### config.mk
export PLATFORM = sky130hd
export DESIGN_NAME = cpu15_pc_unit
export DESIGN_NICKNAME = d
export VERILOG_FILES = /design/src/rtl/cpu15_pc_unit.sv
export SDC_FILE = /design/constraint.sdc
export NUM_CORES = 1
export LEC_CHECK = 0
export ABC_AREA = 1
export BUFFER_PORTS_ARGS = -buffer_cell sky130_fd_sc_hd__buf_2
export CELL_PAD_IN_SITES_DETAIL_PLACEMENT = 0
export CELL_PAD_IN_SITES_GLOBAL_PLACEMENT = 1
export CORE_MARGIN = 2
export CORE_UTILIZATION = 28
export CTS_BUF_LIST = sky130_fd_sc_hd__clkbuf_16
export CTS_CLUSTER_DIAMETER = 120
export CTS_CLUSTER_SIZE = 24
export DETAILED_ROUTE_END_ITERATION = 10
export PLACE_DENSITY = 0.73
export SLEW_MARGIN = 20
export SYNTH_ARGS = -nofsm -noshare
export SYNTH_HDL_FRONTEND = slang
export SYNTH_SLANG_ARGS = --single-unit
export TNS_END_PERCENT = 100
### constraint.sdc
create_clock -name clk -period 3.97 [get_ports clk]
set_clock_uncertainty 0.15 [all_clocks]
set_input_delay 0.9925 -clock clk [delete_from_list [all_inputs] [get_ports clk]]
set_output_delay 0.9925 -clock clk [all_outputs]
set_load 0.02 [all_outputs]
### src/rtl/cpu15_pc_unit.sv
// ---------------------------------------------------------------------------
// cpu15_pc_unit
//   Program-counter stage of the CPU15 core. Holds the instruction address
//   and sequences increment / jump / conditional jump / halt under a small
//   INIT -> RUN -> HALT state machine. Every output comes from a register,
//   so no input reaches an output within the same cycle.
//
// Ports
//   clk       in   1       system clock, rising-edge active
//   rst       in   1       asynchronous active-high reset
//   en        in   1       step enable (only meaningful in RUN)
//   op_jmp    in   1       unconditional jump request
//   op_jnz    in   1       jump-if-nonzero request
//   op_hlt    in   1       halt request (highest priority)
//   reg_nz    in   1       condition for op_jnz
//   target    in   ADDR_W  jump destination
//   restart   in   1       leave HALT and resume at RESET_ADDR
//   pc        out  ADDR_W  current instruction address
//   pc_valid  out  1       pc addresses an instruction to execute (RUN)
//   halted    out  1       FSM is in HALT
//   wrap      out  1       one-cycle pulse after an all-ones -> 0 increment
// ---------------------------------------------------------------------------
module cpu15_pc_unit #(
  parameter int                 ADDR_W     = 8,
  parameter logic [ADDR_W-1:0]  RESET_ADDR = '0
) (
  input  logic              clk,
  input  logic              rst,
  input  logic              en,
  input  logic              op_jmp,
  input  logic              op_jnz,
  input  logic              op_hlt,
  input  logic              reg_nz,
  input  logic [ADDR_W-1:0] target,
  input  logic              restart,
  output logic [ADDR_W-1:0] pc,
  output logic              pc_valid,
  output logic              halted,
  output logic              wrap
);

  localparam logic [1:0] ST_INIT = 2'b00;
  localparam logic [1:0] ST_RUN  = 2'b01;
  localparam logic [1:0] ST_HALT = 2'b10;

  localparam logic [ADDR_W-1:0] PC_ONE = {{(ADDR_W-1){1'b0}}, 1'b1};

  logic [1:0]        r_state;
  logic [ADDR_W-1:0] r_pc;
  logic              r_wrap;

  logic [1:0]        w_state_nxt;
  logic [ADDR_W-1:0] w_pc_nxt;
  logic              w_wrap_nxt;
  logic [ADDR_W-1:0] w_pc_inc;

  assign w_pc_inc = r_pc + PC_ONE;

  // NOTE: combinational next-state logic uses blocking assignments and gives
  // every output a default first, so no path can infer a latch.
  always_comb begin
    w_state_nxt = r_state;
    w_pc_nxt    = r_pc;
    w_wrap_nxt  = 1'b0;
    case (r_state)
      // Leave INIT on the first edge after reset release, independent of en.
      ST_INIT: w_state_nxt = ST_RUN;
      ST_RUN: begin
        if (en) begin
          if (op_hlt) begin
            // pc keeps pointing at the HLT instruction.
            w_state_nxt = ST_HALT;
          end else if (op_jmp || (op_jnz && reg_nz)) begin
            // A jump landing on 0 is not a wrap.
            w_pc_nxt = target;
          end else begin
            w_pc_nxt   = w_pc_inc;
            w_wrap_nxt = &r_pc;
          end
        end
      end
      ST_HALT: begin
        if (restart) begin
          w_pc_nxt    = RESET_ADDR;
          w_state_nxt = ST_RUN;
        end
      end
      // Unused encoding: recover through INIT.
      default: w_state_nxt = ST_INIT;
    endcase
  end

  // NOTE: sequential state uses non-blocking assignments so every register
  // samples the pre-edge values of the others.
  always_ff @(posedge clk or posedge rst) begin
    if (rst) begin
      r_state <= ST_INIT;
      r_pc    <= RESET_ADDR;
      r_wrap  <= 1'b0;
    end else begin
      r_state <= w_state_nxt;
      r_pc    <= w_pc_nxt;
      r_wrap  <= w_wrap_nxt;
    end
  end

  // Pure decodes of registered state: still no input-to-output path.
  assign pc       = r_pc;
  assign pc_valid = (r_state == ST_RUN);
  assign halted   = (r_state == ST_HALT);
  assign wrap     = r_wrap;

endmodule

# Word level (Yosys, flattened, before mapping)
# Cells that the tools add are included.
[totals] in_bits=16 latchBits=0 output_inout_bits=11 ramBits=0 n_memories=0 romBits=0 wordCells=30 ff_bits=11
[op_classes] magnitude_cmp=0 shifts=0 mux=13 addsub=1 eq_ne=6 bitwise_logic=0 n_reduce_logical=7 n_mul=0 div=0
[ops] operator="$mux W8" n=4
[ops] operator="$pmux W8 S2" n=1
[ops] operator="$add A8 B1 Y8 const B" n=1
[ops] operator="$ne A2 B2 Y1 const B" n=4
[ops] operator="$reduce_and A8 Y1" n=1
[ops] operator="$mux W2" n=3
[ops] operator="$pmux W2 S3" n=1
[ops] operator="$mux W1" n=4
[ops] operator="$reduce_and A4 Y1" n=1
[ops] operator="$reduce_and A3 Y1" n=1
[ops] operator="$eq A2 B1 Y1 const B" n=1
[ops] operator="$eq A2 B2 Y1 const B" n=1
[ops] operator="$logic_not A2 Y1" n=1
[ops] operator="$reduce_bool A2 Y1" n=1
[ops] operator="$logic_and A1 B1 Y1" n=1
[ops] operator="$logic_or A1 B1 Y1" n=1

# Depth between registers and ports, before layout
[logic_depth] word_depth=6 depth_mapped=8 mapped_depth_nobuf=8

# Worst setup path before layout
# Ideal clock, no wire load.
[synth_timing] kind="register to output" from="reg r_state[1]" to="out halted" setup_slack_ps=1965 n_path_buf=0 path_stages_with_launch=3 required_time_ps=2828 t_arrival_ps=863 cell_sequence="dfrtp_1 -> inv_2 -> nor2_1"
[synth_via] elab_chain_len=1
[synth_rtl] element="from (decl)" line_no="48" text="logic [1:0] r_state;"
[synth_rtl] element="from (signal assigned)" line_no="101" text="r_state <= w_state_nxt;"
[synth_rtl] element="$eq A2 B2 Y1" line_no="110" text="assign halted = (r_state == ST_HALT);"
[synth_rtl] element="to (decl)" line_no="38" text="output logic halted,"
# No other way between the ends.

# Worst setup path in the final report
# Ends and elaborated chain as after synthesis.

==> results.yml <==
die:
  ios: 27
  die_w_um: 56.0
  core_area_um2: 2520
  die_area_um2: 3130
  start_util_pct: 30.0
  fp.dieH_um: 56.0
  rows: 18
clock_tree:
  cts_tree: "built"
  cts_resized: 0
  cts_sinks: 11
  post_cts_buffers: 0
  clock-root-buffer: "clkbuf_16"
  cts_hold_buf: 0
  cts_htree_levels: 1
  clk_pin_slew_ps: 40
  clk_latency_ps: 240
  cts_made_buffers: 3
  clock_path_buffers: 2
worst_setup_path:
  cpPeakStageDelay_ps: 430
  arrival_ps: 1180
  slowest_stage: "dfrtp_1"
  path_max_fanout: 3
  critical-path-top-delay-family: "flip-flops"
  critical_path_class: "register to primary output"
  worst-path-buf-inv: 2
  cp-end-kind: "primary output"
  required_ps: 2830
  cp_cell_sequence: "inv_2 -> nor2_1 -> buf_2"
  crit_path_start_kind: "register"
yosys:
  syn_nets: 130
  synth_area_leader_cell: "dfrtp_1"
  synthTopCellsByArea: "dfrtp_1 (36%), nand2_1 (22%), nor2_1 (7.9%)"
  synth-seq-cells: 11
  seq_area_frac_synth_pct: 36.4
  ys_types: 19
  async_reset_ff_share_pct: 100
  ys.flop_type: "dfrtp_1"
  synth_area_per_cell_um2: 6.69
  synth_top_area_share_pct: 36.4
  synth_edf_count: 0
  synthCells: 113
  synth.cell_area_um2: 756
  synth_warnings: 0
timing:
  max_freq_mhz: 431
  max_slew.worst_pin.slew_ps: 604
  setup_viol_count_final: 0
  setup_tns_ps: 0
  slew_viol_final: 0
  relSlewSlack_pct: 59.8
  fin_crit_sh_pct: 58.4
  hold_viol: 0
  whs_ps: 406
  grt_setup_unrepaired: "false"
  period_minus_slack_ps: 2320
global_routing:
  grt_max_degree: 15
  grt_pass1_vias: 712
  grt_usage_pct: 12.3
  antenna_found_initial: 0
  grt_pass1_wl_um: 3040
  gr-total-overflow: 0
finish:
  areaGrowthSynthToFinish_pct: 31.6
  final_util_pct: 39.4
  most-common-layout-cells: "nand2_1 (44), buf_2 (26), nor2_1 (16)"
  num-nets-final: 160
  final_common_cell: "nand2_1"
  diodes: 0
  design_area_um2: 995
  drive_above_1_share_pct: 28.9
routing:
  dr.pass1.iters: 4
  drc: 0
  first_iter_violations: 18
  viasPerCell: 4.45
  ant_nets: 0
  vias: 765
  routedWlPerCell_um: 10.5
  wirelength_um: 1810
flow_run:
  max_cap_viol_count: 0
power:
  p_leak_nw: 0.562
  p_per_area_nw_per_um2: 733
  peakVddDrop_mv: 0.309
  totalPowerFinal_mw: 0.729
outcome:
  status: "completed"
placement:
  dp_hpwl_um: 1430
  io_buffers: 26
  dpl_cell_area_um2: 916
  gp_congestion: 0.720
hold_path:
  hp-class: "register to register"
[cells in the mapped netlist, types with 2 or more instances]
library cell	n
dfrtp_1	11
inv_1	12
inv_2	3
nand2_1	44
nand2_2	2
nand3_1	9
nor2_1	16
nor2_4	2
nor3_1	2
o21ai_0	3
[power breakdown]
group | internal [mW] | leakage [nW] | switching (mW)
registers | 0.159 | 0.139 | 0.0609
logic | 0.116 | 0.380 | 0.214
clock network | 0.132 | 0.0423 | 0.0470
[logic make-up (layout without fill, tap and decap cells)]
group                      Yosys count  in the layout  share of synthesized area, %
adders and majority gates            1              1                          1.66
AOI/OAI and AO/OA                    6              6                          6.29
DFF                                 11             11                          36.4
buffers and inverters               16             45                          8.44
and+or+nand+nor                     79             79                          47.2
[path summary, 6_finish.rpt]
| kind | start | to | slack (ps) | depth (start not counted) |
|---|---|---|---|---|
| setup / recovery | r_state[1]$_DFFE_PP0P_ | halted | 1650 | 3 |
| max in group asynchronous | rst | pc[3]$_DFFE_PP0P_ | 2740 | 2 |
| hold reg to reg | pc[7]$_DFFE_PP0P_ | pc[7]$_DFFE_PP0P_ | 410 | 2 |
| min in group asynchronous | rst | pc[0]$_DFFE_PP0P_ | 610 | 2 |
| hold / removal | pc[7]$_DFFE_PP0P_ | pc[7]$_DFFE_PP0P_ | 410 | 2 |
| setup reg to reg | pc[0]$_DFFE_PP0P_ | pc[6]$_DFFE_PP0P_ | 2450 | 8 |
[through the flow]
| stage | cells | worst slack [ps] |
|---|---|---|
| finish | 172 | 1650 |
| global route | 172 | 1590 |
| CTS | 172 | 1650 |
| detailed placement | 168 | 1620 |
| global placement | 168 | 1670 |
| floorplan | 113 | 1960 |
[routing by layer]
| metal | track usage [%] | vias to the layer above | share of wire (%) |
|---|---|---|---|
| li1 | - | 407 | - |
| met1 | 15.2 | 335 | 45 |
| met2 | 20.4 | 19 | 47 |
| met3 | 5.12 | 4 | 6.5 |
| met4 | 2.04 | 0 | 0.83 |
| met5 | 0 | - | 0 |
[flip-flops by register name, indices dropped and copies added, names as in the netlist]
register,cells
pc,8
r_state,2
wrap,1
[tightest hold or removal path, cell delays in order (launching register included)]
cell	delay, ps
dfrtp_1	400
nand2_1	70
nand2_1	60
[final cells by class]
cell class	count	area, um^2
Inverter	15	56.3
Multi-Input combinational cell	86	417
Timing Repair Buffer	26	130
Clock buffer	3	75.1
Sequential cell	11	275
Tap cell	30	37.5
Clock inverter	1	3.75
Fill cell	273	1530
No activity file was read; power rests on OpenSTA's default activity.
